--- src/rtl/wb_pkg.sv ---
// Shared constants and slot type for the MEM->WB pipeline boundary.
package wb_pkg;

   localparam int unsigned WB_DATA_W = 32;
   localparam int unsigned WB_ADDR_W = 5;

   localparam logic [WB_ADDR_W-1:0] NOP_REG_ADDR = '0;
   localparam logic [WB_DATA_W-1:0] ZERO_WORD    = '0;

   localparam logic WRITE_EN  = 1'b1;
   localparam logic WRITE_DIS = 1'b0;
   localparam logic RST_EN    = 1'b1;

   typedef struct packed {
      logic                 we;
      logic [WB_ADDR_W-1:0] waddr;
      logic [WB_DATA_W-1:0] wdata;
   } wb_slot_t;

endpackage

--- src/rtl/wb_if.sv ---
// Handshake/bus bundle between MEM stage, wb_pipe_stage and the register file.
// Optional HI/LO channel present when WB_HILO_EN is defined.
interface wb_if #(
   parameter int unsigned DATA_W = 32,
   parameter int unsigned ADDR_W = 5,
   parameter int unsigned NCH    = 1,
   parameter int unsigned BCNT_W = 16
);
   logic                  stall_up;
   logic                  stall_here;
   logic                  flush;
   logic [NCH-1:0]        in_we;
   logic [NCH*ADDR_W-1:0] in_waddr;
   logic [NCH*DATA_W-1:0] in_wdata;
   logic [NCH-1:0]        out_we;
   logic [NCH*ADDR_W-1:0] out_waddr;
   logic [NCH*DATA_W-1:0] out_wdata;
   logic [BCNT_W-1:0]     bubble_cnt;
`ifdef WB_HILO_EN
   logic                  in_whilo;
   logic [DATA_W-1:0]     in_hi;
   logic [DATA_W-1:0]     in_lo;
   logic                  out_whilo;
   logic [DATA_W-1:0]     out_hi;
   logic [DATA_W-1:0]     out_lo;

   modport master (
      output stall_up, stall_here, flush, in_we, in_waddr, in_wdata,
             in_whilo, in_hi, in_lo,
      input  out_we, out_waddr, out_wdata, bubble_cnt,
             out_whilo, out_hi, out_lo
   );
   modport slave (
      input  stall_up, stall_here, flush, in_we, in_waddr, in_wdata,
             in_whilo, in_hi, in_lo,
      output out_we, out_waddr, out_wdata, bubble_cnt,
             out_whilo, out_hi, out_lo
   );
`else
   modport master (
      output stall_up, stall_here, flush, in_we, in_waddr, in_wdata,
      input  out_we, out_waddr, out_wdata, bubble_cnt
   );
   modport slave (
      input  stall_up, stall_here, flush, in_we, in_waddr, in_wdata,
      output out_we, out_waddr, out_wdata, bubble_cnt
   );
`endif
endinterface

--- src/rtl/wb_pipe_slot.sv ---
// One stage register for one write channel: clear beats hold beats load.
module wb_pipe_slot #(
   parameter int unsigned W = 38
) (
   input  logic         clk,
   input  logic         load,
   input  logic         hold,
   input  logic         clear,
   input  logic [W-1:0] d,
   output logic [W-1:0] q
);

   always_ff @(posedge clk) begin
      if (clear)
         q <= '0;
      else if (load && !hold)
         q <= d;
   end

endmodule

--- src/rtl/wb_pipe_stage.sv ---
// MEM->WB boundary: NCH write channels through DEPTH stages with stall, bubble,
// flush, same-beat conflict resolution and saturating bubble counter. Optional WB_HILO_EN.
module wb_pipe_stage
   import wb_pkg::*;
#(
   parameter int unsigned DATA_W = 32,
   parameter int unsigned ADDR_W = 5,
   parameter int unsigned NCH    = 1,
   parameter int unsigned DEPTH  = 1,
   parameter int unsigned BCNT_W = 16
) (
   input logic clk,
   input logic rst,
   wb_if.slave bus
);

   localparam int unsigned SW = 1 + ADDR_W + DATA_W;

   logic              clr_all;
   logic              bubble;
   logic              clr_s0;
   logic              adv;
   logic [NCH-1:0]    we_res;
   logic [BCNT_W-1:0] bcnt;
   logic [SW-1:0]     slot_q [DEPTH][NCH];

   assign clr_all = (rst == RST_EN) || bus.flush;
   assign adv     = !bus.stall_here;
   assign bubble  = bus.stall_up && !bus.stall_here;
   // A bubble is stage 0 being cleared while the rest of the pipe advances.
   assign clr_s0  = clr_all || bubble;

   always_comb begin
      we_res = bus.in_we;
      for (int unsigned i = 0; i < NCH; i++) begin
         for (int unsigned j = i + 1; j < NCH; j++) begin
            if (bus.in_we[i] && bus.in_we[j] &&
                bus.in_waddr[i*ADDR_W +: ADDR_W] == bus.in_waddr[j*ADDR_W +: ADDR_W])
               we_res[i] = WRITE_DIS;
         end
      end
   end

   for (genvar s = 0; s < DEPTH; s++) begin : g_stage
      for (genvar c = 0; c < NCH; c++) begin : g_ch
         if (s == 0) begin : g_first
            wb_pipe_slot #(.W(SW)) u_slot (
               .clk   (clk),
               .load  (adv),
               .hold  (bus.stall_here),
               .clear (clr_s0),
               .d     ({we_res[c], bus.in_waddr[c*ADDR_W +: ADDR_W],
                        bus.in_wdata[c*DATA_W +: DATA_W]}),
               .q     (slot_q[s][c])
            );
         end else begin : g_next
            wb_pipe_slot #(.W(SW)) u_slot (
               .clk   (clk),
               .load  (adv),
               .hold  (bus.stall_here),
               .clear (clr_all),
               .d     (slot_q[s-1][c]),
               .q     (slot_q[s][c])
            );
         end
      end
   end

   for (genvar c = 0; c < NCH; c++) begin : g_out
      assign bus.out_we[c]                   = slot_q[DEPTH-1][c][SW-1];
      assign bus.out_waddr[c*ADDR_W +: ADDR_W] = slot_q[DEPTH-1][c][DATA_W +: ADDR_W];
      assign bus.out_wdata[c*DATA_W +: DATA_W] = slot_q[DEPTH-1][c][DATA_W-1:0];
   end

   always_ff @(posedge clk) begin
      if (rst == RST_EN)
         bcnt <= '0;
      else if (!bus.flush && bubble && bcnt != '1)
         bcnt <= bcnt + 1'b1;
   end

   assign bus.bubble_cnt = bcnt;

`ifdef WB_HILO_EN
   localparam int unsigned HW = 1 + 2*DATA_W;

   logic [HW-1:0] hilo_q [DEPTH];

   for (genvar s = 0; s < DEPTH; s++) begin : g_hilo
      if (s == 0) begin : g_first
         wb_pipe_slot #(.W(HW)) u_slot (
            .clk   (clk),
            .load  (adv),
            .hold  (bus.stall_here),
            .clear (clr_s0),
            .d     ({bus.in_whilo, bus.in_hi, bus.in_lo}),
            .q     (hilo_q[s])
         );
      end else begin : g_next
         wb_pipe_slot #(.W(HW)) u_slot (
            .clk   (clk),
            .load  (adv),
            .hold  (bus.stall_here),
            .clear (clr_all),
            .d     (hilo_q[s-1]),
            .q     (hilo_q[s])
         );
      end
   end

   assign bus.out_whilo = hilo_q[DEPTH-1][HW-1];
   assign bus.out_hi    = hilo_q[DEPTH-1][DATA_W +: DATA_W];
   assign bus.out_lo    = hilo_q[DEPTH-1][DATA_W-1:0];
`endif

endmodule

--- src/flat_wrapper.sv ---
// flat-port wrapper written by rule: the top's interface ports become plain ports
module wb_pipe_stage_flat import wb_pkg::*;
#(
   parameter int unsigned DATA_W = 32,
   parameter int unsigned ADDR_W = 5,
   parameter int unsigned NCH    = 1,
   parameter int unsigned DEPTH  = 1,
   parameter int unsigned BCNT_W = 16
)
  (clk, rst, bus_stall_up, bus_stall_here, bus_flush, bus_in_we, bus_in_waddr, bus_in_wdata, bus_out_we, bus_out_waddr, bus_out_wdata, bus_bubble_cnt);
  wb_if #(.DATA_W(DATA_W), .ADDR_W(ADDR_W), .NCH(NCH), .BCNT_W(BCNT_W)) bus_i ();
  input logic clk;
  input logic rst;
  input wire logic [$bits(bus_i.stall_up)-1:0] bus_stall_up;
  input wire logic [$bits(bus_i.stall_here)-1:0] bus_stall_here;
  input wire logic [$bits(bus_i.flush)-1:0] bus_flush;
  input wire logic [$bits(bus_i.in_we)-1:0] bus_in_we;
  input wire logic [$bits(bus_i.in_waddr)-1:0] bus_in_waddr;
  input wire logic [$bits(bus_i.in_wdata)-1:0] bus_in_wdata;
  output wire logic [$bits(bus_i.out_we)-1:0] bus_out_we;
  output wire logic [$bits(bus_i.out_waddr)-1:0] bus_out_waddr;
  output wire logic [$bits(bus_i.out_wdata)-1:0] bus_out_wdata;
  output wire logic [$bits(bus_i.bubble_cnt)-1:0] bus_bubble_cnt;
  assign bus_i.stall_up = bus_stall_up;
  assign bus_i.stall_here = bus_stall_here;
  assign bus_i.flush = bus_flush;
  assign bus_i.in_we = bus_in_we;
  assign bus_i.in_waddr = bus_in_waddr;
  assign bus_i.in_wdata = bus_in_wdata;
  assign bus_out_we = bus_i.out_we;
  assign bus_out_waddr = bus_i.out_waddr;
  assign bus_out_wdata = bus_i.out_wdata;
  assign bus_bubble_cnt = bus_i.bubble_cnt;
  wb_pipe_stage #(.DATA_W(DATA_W), .ADDR_W(ADDR_W), .NCH(NCH), .DEPTH(DEPTH), .BCNT_W(BCNT_W)) u_core (.clk(clk), .rst(rst), .bus(bus_i));
endmodule
--- config.mk ---
export PLATFORM = sky130hd
export DESIGN_NAME = wb_pipe_stage_flat
export DESIGN_NICKNAME = d
export VERILOG_FILES = /design/src/rtl/wb_pkg.sv /design/src/rtl/wb_if.sv /design/src/rtl/wb_pipe_slot.sv /design/src/rtl/wb_pipe_stage.sv /design/src/flat_wrapper.sv
export SDC_FILE = /design/constraint.sdc
export NUM_CORES = 1
export LEC_CHECK = 0
export CAP_MARGIN = 20
export CORE_MARGIN = 2
export CORE_UTILIZATION = 25
export CTS_CLUSTER_DIAMETER = 50
export CTS_CLUSTER_SIZE = 20
export DETAILED_ROUTE_END_ITERATION = 8
export GPL_TIMING_DRIVEN = 1
export HOLD_SLACK_MARGIN = 0.03
export PLACE_DENSITY_LB_ADDON = 0.08
export SYNTH_ARGS = -nofsm -noshare
export SYNTH_HDL_FRONTEND = slang
export SYNTH_SLANG_ARGS = --single-unit
--- constraint.sdc ---
create_clock -name clk -period 5.8 [get_ports clk]
set_clock_uncertainty 0.15 [all_clocks]
set_input_delay 0.58 -clock clk [delete_from_list [all_inputs] [get_ports clk]]
set_output_delay 0.58 -clock clk [all_outputs]
set_load 0.05 [all_outputs]
; ---- After elaboration in Yosys (flattened, before gate mapping)
; Cells that the tools add are included.
; Widths: inputs -> output; s select.
[op_classes]
addsub = 1
n_mul = 0
div = 0
order_cmp = 0
eq_ne = 1
shift = 0
muxes = 0
n_bitwise = 0
n_reduce_logical = 7
[ops]
columns = operator, count
row1 = $add 16x1->16 const B, 1
row2 = $ne 16x16->1 const B, 1
row3 = $logic_and 1x1->1, 3
row4 = $logic_not 1->1, 2
row5 = $logic_or 1x1->1, 2
[totals]
reg_bits = 54
latchBits = 0
ramBits = 0
mem_bits_ro = 0
inputBits = 43
output_inout_bits = 54
wordCells = 11
n_memories = 0

; ---- Longest topological paths before layout
; Gate-level depths: netlist (run 1).
[logic_depth]
depth_word = 4
depth_mapped = 5
depth_no_buf = 5

; ---- By module
; A second synthesis (run 1) with hierarchy kept.
[hier_totals]
cells_unflattened = 279
hier_area_um2 = 2752.6
[modules_own_cells]
columns = module, instances, cells_per_inst, area_each_um2, seq_area_each_um2
row1 = wb_pipe_slot, 1, 173, 1815.5, 760.7
row2 = wb_pipe_stage, 1, 106, 937.1, 320.3

; ---- Least setup slack after synthesis (run 1)
; No wires, ideal clock.
[synth_timing]
path_kind = register to register
from = reg u_core.bcnt[0] (netlist: u_core.bus.bubble_cnt[0])
to = reg u_core.bcnt[10] (netlist: u_core.bus.bubble_cnt[10])
setup_time_ps = 121
arrival_time_ps = 1979
t_required_ps = 5529
slack_ps = 3550
stages_incl_launch_ff = 6
n_path_buf = 0
period_less_slack_ps = 2250
cell_sequence = dfxtp_1 > ha_1 > and3_1 > nand3_2 > nor4b_1 > mux2_2
[synth_via]
elab_chain_cells = 2
[synth_lines]
columns = item, line_no
row1 = "start, declared", wb_pipe_stage.sv:24  ; logic [BCNT_W-1:0] bcnt;
row2 = "start signal, assigned", wb_pipe_stage.sv:79  ; bcnt <= bcnt + 1'b1;
row3 = "parallel branches: the longest is 2 deep, another holds $add 16x1->16", --
; Several ways; the timed one is not identified.
; A chain may end at the register's enable or synchronous reset.

; ---- Final worst setup path (run 1)
[layout_timing]
from = in bus_stall_here
to = reg u_core.bcnt[15] (netlist: u_core.bus.bubble_cnt[15])
[layout_via]
elab_chain_cells = 4
[layout_lines]
columns = item, line_no
row1 = "start, declared", flat_wrapper.sv:15  ; input wire logic [$bits(bus_i.stall_here)-1:0] bus_stall_here;
row2 = $logic_not 1->1, wb_pipe_stage.sv:29  ; assign bubble = bus.stall_up && !bus.stall_here;
row3 = $logic_and 1x1->1, wb_pipe_stage.sv:29
row4 = $logic_and 1x1->1 (2 in series), wb_pipe_stage.sv:78  ; else if (!bus.flush && bubble && bcnt != '1)
; No other way between the ends.

==> results.json, run 1 <==
{
  "synth_common_cells": "dfxtp_1 (54), nor2_1 (47), mux2i_1 (40)",
  "multi_input_area_sq_um": 1060,
  "ir_worst_vdd_uv": 101,
  "fillers": 875,
  "wl_mm": 5.31,
  "crit_type": "in -> reg",
  "grt-ovfl-total": 0,
  "worst_setup_path_start_kind": "input port",
  "synth_cells": 225,
  "grtUsageMet3_pct": 5.18,
  "dp_hpwl_mm": 3.67,
  "final_nets": 362,
  "clkSinkCount": 54,
  "finalCritPeriodShare_pct": 41.2,
  "power_mw": 0.705,
  "drive_gt1_share_pct": 5.64,
  "synth_most_common_cell": "dfxtp_1",
  "cp-end-kind": "register",
  "vias_per_cell": 4.37,
  "power.leakage_nw": 1.27,
  "async_flop_share_pct": 0,
  "grt_pass1_vias": 1887,
  "synth_enable_flop_cells": 0,
  "start_util_pct": 25.4,
  "grt_max_degree": 41,
  "tightest_slew_ns": 0.984,
  "hp-class": "reg -> reg",
  "top_usage_layer": "met2",
  "avgSynthCellArea_sq_um": 9.70,
  "netlist_area_sq_um": 2180,
  "path_delay_family": "simple AND/OR/NAND/NOR gates",
  "synth_top_area_cell": "dfxtp_1",
  "cts.htree.levels": 2,
  "cpPeakStageDelay_ns": 0.48,
  "synth_warnings": 0,
  "hold_violations": 0,
  "fin_ws_ns": 3.41,
  "fin_setup_tns_ns": 0,
  "syn_nets": 269,
  "rows": 34,
  "syn_to_final_growth_pct": 52.9,
  "cts_buffers": 5,
  "dp_slack_ns": 3.09,
  "timing.final.max_slew_violations": 0,
  "period_minus_slack_ns": 2.39,
  "slowest_stage": "nor3b_4",
  "path_max_fanout": 40,
  "dr_total_vias": 1867,
  "top_level_ports": 97,
  "synth_seq_area_share_pct": 49.5,
  "worstPathArrival_ns": 2.44,
  "grt_use_met1_pct": 13.9,
  "synthTopCellsByArea": "dfxtp_1 (50%), mux2i_1 (18%), nor2_1 (8.1%)",
  "setup_violations": 0,
  "r2r_slack_ns": 3.69,
  "rsz0062_at_grt": "no",
  "synth_top_area_share_pct": 49.5,
  "ys_seq_elements": 54,
  "dpl.cell_count": 419,
  "path_clk_slew_ns": 0.10,
  "post_cts_buffers": 0,
  "use_met2_pct": 17.3,
  "drtAntennaViolNets": 0,
  "insertion_delay_ns": 0.31,
  "wl_per_cell_um": 12.4,
  "ctsResizeCount": 0,
  "power.density_nw_per_um2": 211,
  "drtPass1Iterations": 3,
  "drc_errors": 0,
  "path_cells": "buf_2 > buf_4 > nor3b_4 > nand4_1 > nor3_1 > mux2_2",
  "port_buffers": 96,
  "synthDistinctLibCells": 31,
  "gp_routability_congestion": 0.677,
  "dieArea_sq_um": 9490,
  "cts_root_buf": "clkbuf_8",
  "cts_tree": "done",
  "seq_area_sq_um": 1080,
  "antennaDiodeCount": 0,
  "worstPathRequired_ns": 5.85,
  "die_y_um": 97.4,
  "die_x_um": 97.4,
  "core_sq_um": 8590,
  "final_cells": 427,
  "clock_path_buffers": 2,
  "drtIter0Drc": 36,
  "relSlewSlack_pct": 34.2,
  "hold_buffers": 0,
  "fmax_mhz": 418,
  "outcome": "finished clean",
  "grt_usage_pct": 11.2,
  "synth_ff_type": "dfxtp_1",
  "maxCapViolations": 0,
  "grt_pass1_wl_mm": 8.75,
  "antenna_found_initial": 0,
  "critPathBufInv": 2
}
## worst register-to-register path: stages (launching register included)
cell     delay [ns]
dfxtp_1        0.43
ha_1           0.26
nand4_1        0.23
nor4_4         0.49
nor2b_1        0.16
mux2_2         0.29
## metrics by stage
step           utilization [%]  instance area (sq um)  hold slack [ns]
2_1_floorplan                -                   2180            0.543
3_3_place_gp              37.8                   3250            0.323
3_5_place_dp              37.8                   3250            0.334
4_1_cts                   38.8                   3340            0.353
5_1_grt                   38.8                   3340            0.389
6_report                  38.8                   3340            0.350
## flip-flops by register name, summed over array words and instances (netlist names)
signal / flops
u_core.bus.bubble_cnt: 16
u_core.g_stage.g_ch.g_first.u_slot.q: 38
## cell usage in the layout (no fill, tap or decap), drive strengths merged, types with 2 or more instances in the layout
cell type / count
nand2b: 4
or3: 6
mux2: 4
mux2i: 40
buf: 2
dfxtp: 54
a21oi: 8
nor2: 47
nor3: 4
and3: 2
o21ai: 7
nor4: 4
clkdlybuf4s50: 95
nand4: 6
nor2b: 5
inv: 2
nand3: 7
clkbuf: 5
nand2: 4
clkinv: 2
## cells by family (layout without fill, tap and decap cells)
group / after synthesis / in the layout / share of synthesized area [%]
simple gates: 94 / 94 / 22.2
buf+inv: 13 / 107 / 2.41
fa+ha+maj: 1 / 1 / 0.573
compound gates: 19 / 19 / 4.82
flops: 54 / 54 / 49.5
mux: 44 / 44 / 20.4
## where the power goes
part           switching, mW  leakage (nW)  internal (mW)  total, mW
sequential           0.00437         0.438          0.378      0.383
clock                  0.130        0.0441         0.0853      0.215
combinational         0.0553         0.785         0.0522      0.107
total                  0.190          1.27          0.516      0.705
## metal layers
layer	routed length, um	share of wire, %
met5	0	0
met4	32	0.60
met3	466	8.8
met2	2320	44
met1	2490	47
## final timing paths
kind,from,end,cells after the start
hold / removal,u_core.bus.bubble_cnt[12],u_core.bus.bubble_cnt[12],2
hold reg to reg,u_core.bus.bubble_cnt[12],u_core.bus.bubble_cnt[12],2
setup / recovery,bus_stall_here,u_core.bus.bubble_cnt[15],6
setup reg to reg,u_core.bus.bubble_cnt[0],u_core.bus.bubble_cnt[0],5
## cell type report
type / count / share of cell area, %
tap: 108 / 4.05
multi-input combinational: 158 / 31.8
inverter: 2 / 0.225
clock inverter: 3 / 0.637
timing repair buffer: 97 / 28.9
sequential: 54 / 32.4
clock buffer: 5 / 2.06
(Power assumes the default switching activity.)
==> run 2, diff against run 1 <==
==> constraint.sdc (replaced) <==
create_clock -name clk -period 2.5 [get_ports clk]
set_clock_uncertainty 0.15 [all_clocks]
set_input_delay 0.25 -clock clk [delete_from_list [all_inputs] [get_ports clk]]
set_output_delay 0.25 -clock clk [all_outputs]
set_load 0.05 [all_outputs]
==> run 2 against run 1 <==
Compared with the run above:
- sequential share of layout area fell by 0.41 points
- highest routed layer unchanged
- hold slack barely moved
- via count rose by 2.2%
- clock power rose by 140%
- total power rose by 130%
- count of clock-buffer cells in the layout rose by 1
- combinational power rose by 140%
- final area rose by 1.3%
- critical endpoint is now u_core.bus.bubble_cnt[10]
- worst setup slack got worse by 3.0 ns
- routed wire length rose by 4.6%
- global-route usage rose by 0.70 points
- critical path depth fell by 1
==> results.json, run 2 (synthesis gave the netlist of run 1 again) <==
{
  "worst-path-stages": 5,
  "clock_path_buffers": 2,
  "start_util_pct": 25.4,
  "ctsResizeCount": 0,
  "p_sw_share_pct": 26.0,
  "grt_pass1_wl_mm": 9.27,
  "final_cell_mix": "clkdlybuf4s50_1 (95), dfxtp_1 (54), nor2_1 (47)",
  "slowest_stage": "dfxtp_1",
  "dieArea_sq_um": 9490,
  "final_nets": 367,
  "die_y_um": 97.4,
  "cts.htree.levels": 2,
  "timing.final.max_slew_violations": 0,
  "utilization_pct": 39.3,
  "clkSinkCount": 54,
  "outcome": "finished clean",
  "worst_setup_path_start_kind": "register",
  "r2r_slack_ns": 0.45,
  "maxCapViolations": 0,
  "gp_routability_congestion": 0.712,
  "reg2reg_from": "u_core.bus.bubble_cnt[0]",
  "whs_path_depth": 2,
  "dr_total_vias": 1909,
  "worstHoldStart": "u_core.g_stage[0].g_ch[0].g_first.u_slot.q[9]",
  "wl_per_cell_um": 12.8,
  "cpPeakStageDelay_ns": 0.42,
  "path_cells": "ha_1 > and3_1 > nand3_2 > nor4b_1 > mux2_2",
  "regMostFlops": "u_core.g_stage.g_ch.g_first.u_slot.q",
  "relSlewSlack_pct": 56.6,
  "rows": 34,
  "port_buffers": 96,
  "drc_errors": 0,
  "ir_worst_vdd_uv": 191,
  "power.density_nw_per_um2": 490,
  "dp_slack_ns": 0.323,
  "p_clk_share_pct": 31.1,
  "antenna_found_initial": 0,
  "hold-worst-slack_ns": 0.350,
  "drive_gt1_share_pct": 7.10,
  "ff2ff_path_depth": 5,
  "post_cts_buffers": 0,
  "hold_buffers": 0,
  "vias_per_cell": 4.42,
  "crit_type": "reg -> reg",
  "fmax_mhz": 487,
  "min_to": "u_core.g_stage[0].g_ch[0].g_first.u_slot.q[9]",
  "fillers": 905,
  "p_int_mw": 1.22,
  "cp-end-kind": "register",
  "power.leakage_nw": 1.29,
  "path_clk_slew_ns": 0.10,
  "core_sq_um": 8590,
  "setup_violations": 0,
  "largest_reg_flops": 38,
  "combPwrFrac_pct": 15.3,
  "seqPwrFrac_pct": 53.6,
  "period_minus_slack_ns": 2.05,
  "top_level_ports": 97,
  "drtIter0Drc": 52,
  "grt-ovfl-total": 0,
  "worstPathRequired_ns": 2.55,
  "path_delay_family": "simple AND/OR/NAND/NOR gates",
  "tightest_slew_ns": 0.651,
  "dp_hpwl_mm": 3.85,
  "grt_usage_pct": 11.9,
  "p_switching_mw": 0.431,
  "hp-class": "reg -> reg",
  "rsz0062_at_grt": "no",
  "cts_root_buf": "clkbuf_8",
  "finalCritPeriodShare_pct": 82.1,
  "die_x_um": 97.4,
  "final_common_cell": "clkdlybuf4s50_1",
  "grt_max_degree": 39,
  "drtAntennaViolNets": 0,
  "path_max_fanout": 8,
  "cts_tree": "done",
  "grt_pass1_vias": 1917,
  "worstPathArrival_ns": 2.10,
  "dpl_cell_area_sq_um": 3280,
  "cts_buffers": 5,
  "hold_violations": 0,
  "insertion_delay_ns": 0.31,
  "fin_ws_ns": 0.447,
  "finalInstanceArea_sq_um": 3380,
  "wl_mm": 5.55,
  "syn_to_final_growth_pct": 54.9,
  "antennaDiodeCount": 0,
  "drtPass1Iterations": 4,
  "critPathBufInv": 0,
  "r2r_end": "u_core.bus.bubble_cnt[10]",
  "fin_setup_tns_ns": 0
}
## run 2: changes by cell type in the layout (fill, tap and decap cells not counted)
cell      previous run  this run
buf_4                1         6
clkbuf_8             5         6
clkinv_4             1         0
## run 2: power groups by stage
stage / clock (mW) / combinational [mW] / sequential (mW)
after floorplan: 0 / 0.0747 / 0.969
after global placement: 0 / 0.255 / 0.906
after detailed placement: 0 / 0.256 / 0.907
after CTS: 0.550 / 0.257 / 0.888
after global routing: 0.583 / 0.270 / 0.891
final: 0.515 / 0.253 / 0.887
## run 2: final cells by class
class	count	area, sq um	area share [%]
Clock buffer	6	82.6	2.44
Clock inverter	2	12.5	0.370
Inverter	2	7.51	0.222
Multi-Input combinational cell	158	1060	31.4
Sequential cell	54	1080	32.0
Tap cell	108	135	4.00
Timing Repair Buffer	102	1000	29.6
## run 2: metal layers
| layer | global-route usage [%] | part of all wire [%] |
|---|---|---|
| met4 | 3.53 | 1.1 |
| met2 | 17.6 | 43 |
| met5 | 0 | 0 |
| met1 | 15.4 | 46 |
| met3 | 5.61 | 9.1 |
## run 2: worst min-delay path: stages (launching register included)
cell     delay (ns)
dfxtp_1        0.34
mux2i_1        0.06
nor2_1         0.07
## run 2: how the worst max path moves through the flow
stage                             startpoint                   endpoint  slack (ns)
floorplan           u_core.bus.bubble_cnt[0]  u_core.bus.bubble_cnt[10]        0.25
global placement                bus_stall_up  u_core.bus.bubble_cnt[10]        0.34
detailed placement              bus_stall_up  u_core.bus.bubble_cnt[10]        0.32
CTS                 u_core.bus.bubble_cnt[0]  u_core.bus.bubble_cnt[10]        0.42
global route        u_core.bus.bubble_cnt[0]  u_core.bus.bubble_cnt[10]        0.27
finish              u_core.bus.bubble_cnt[0]  u_core.bus.bubble_cnt[10]        0.45
## run 2: stage by stage
step | total power, mW | std cells
finish | 1.66 | 432
global route | 1.74 | 432
CTS | 1.69 | 432
detailed placement | 1.16 | 424
global placement | 1.16 | 424
floorplan | 1.04 | 225
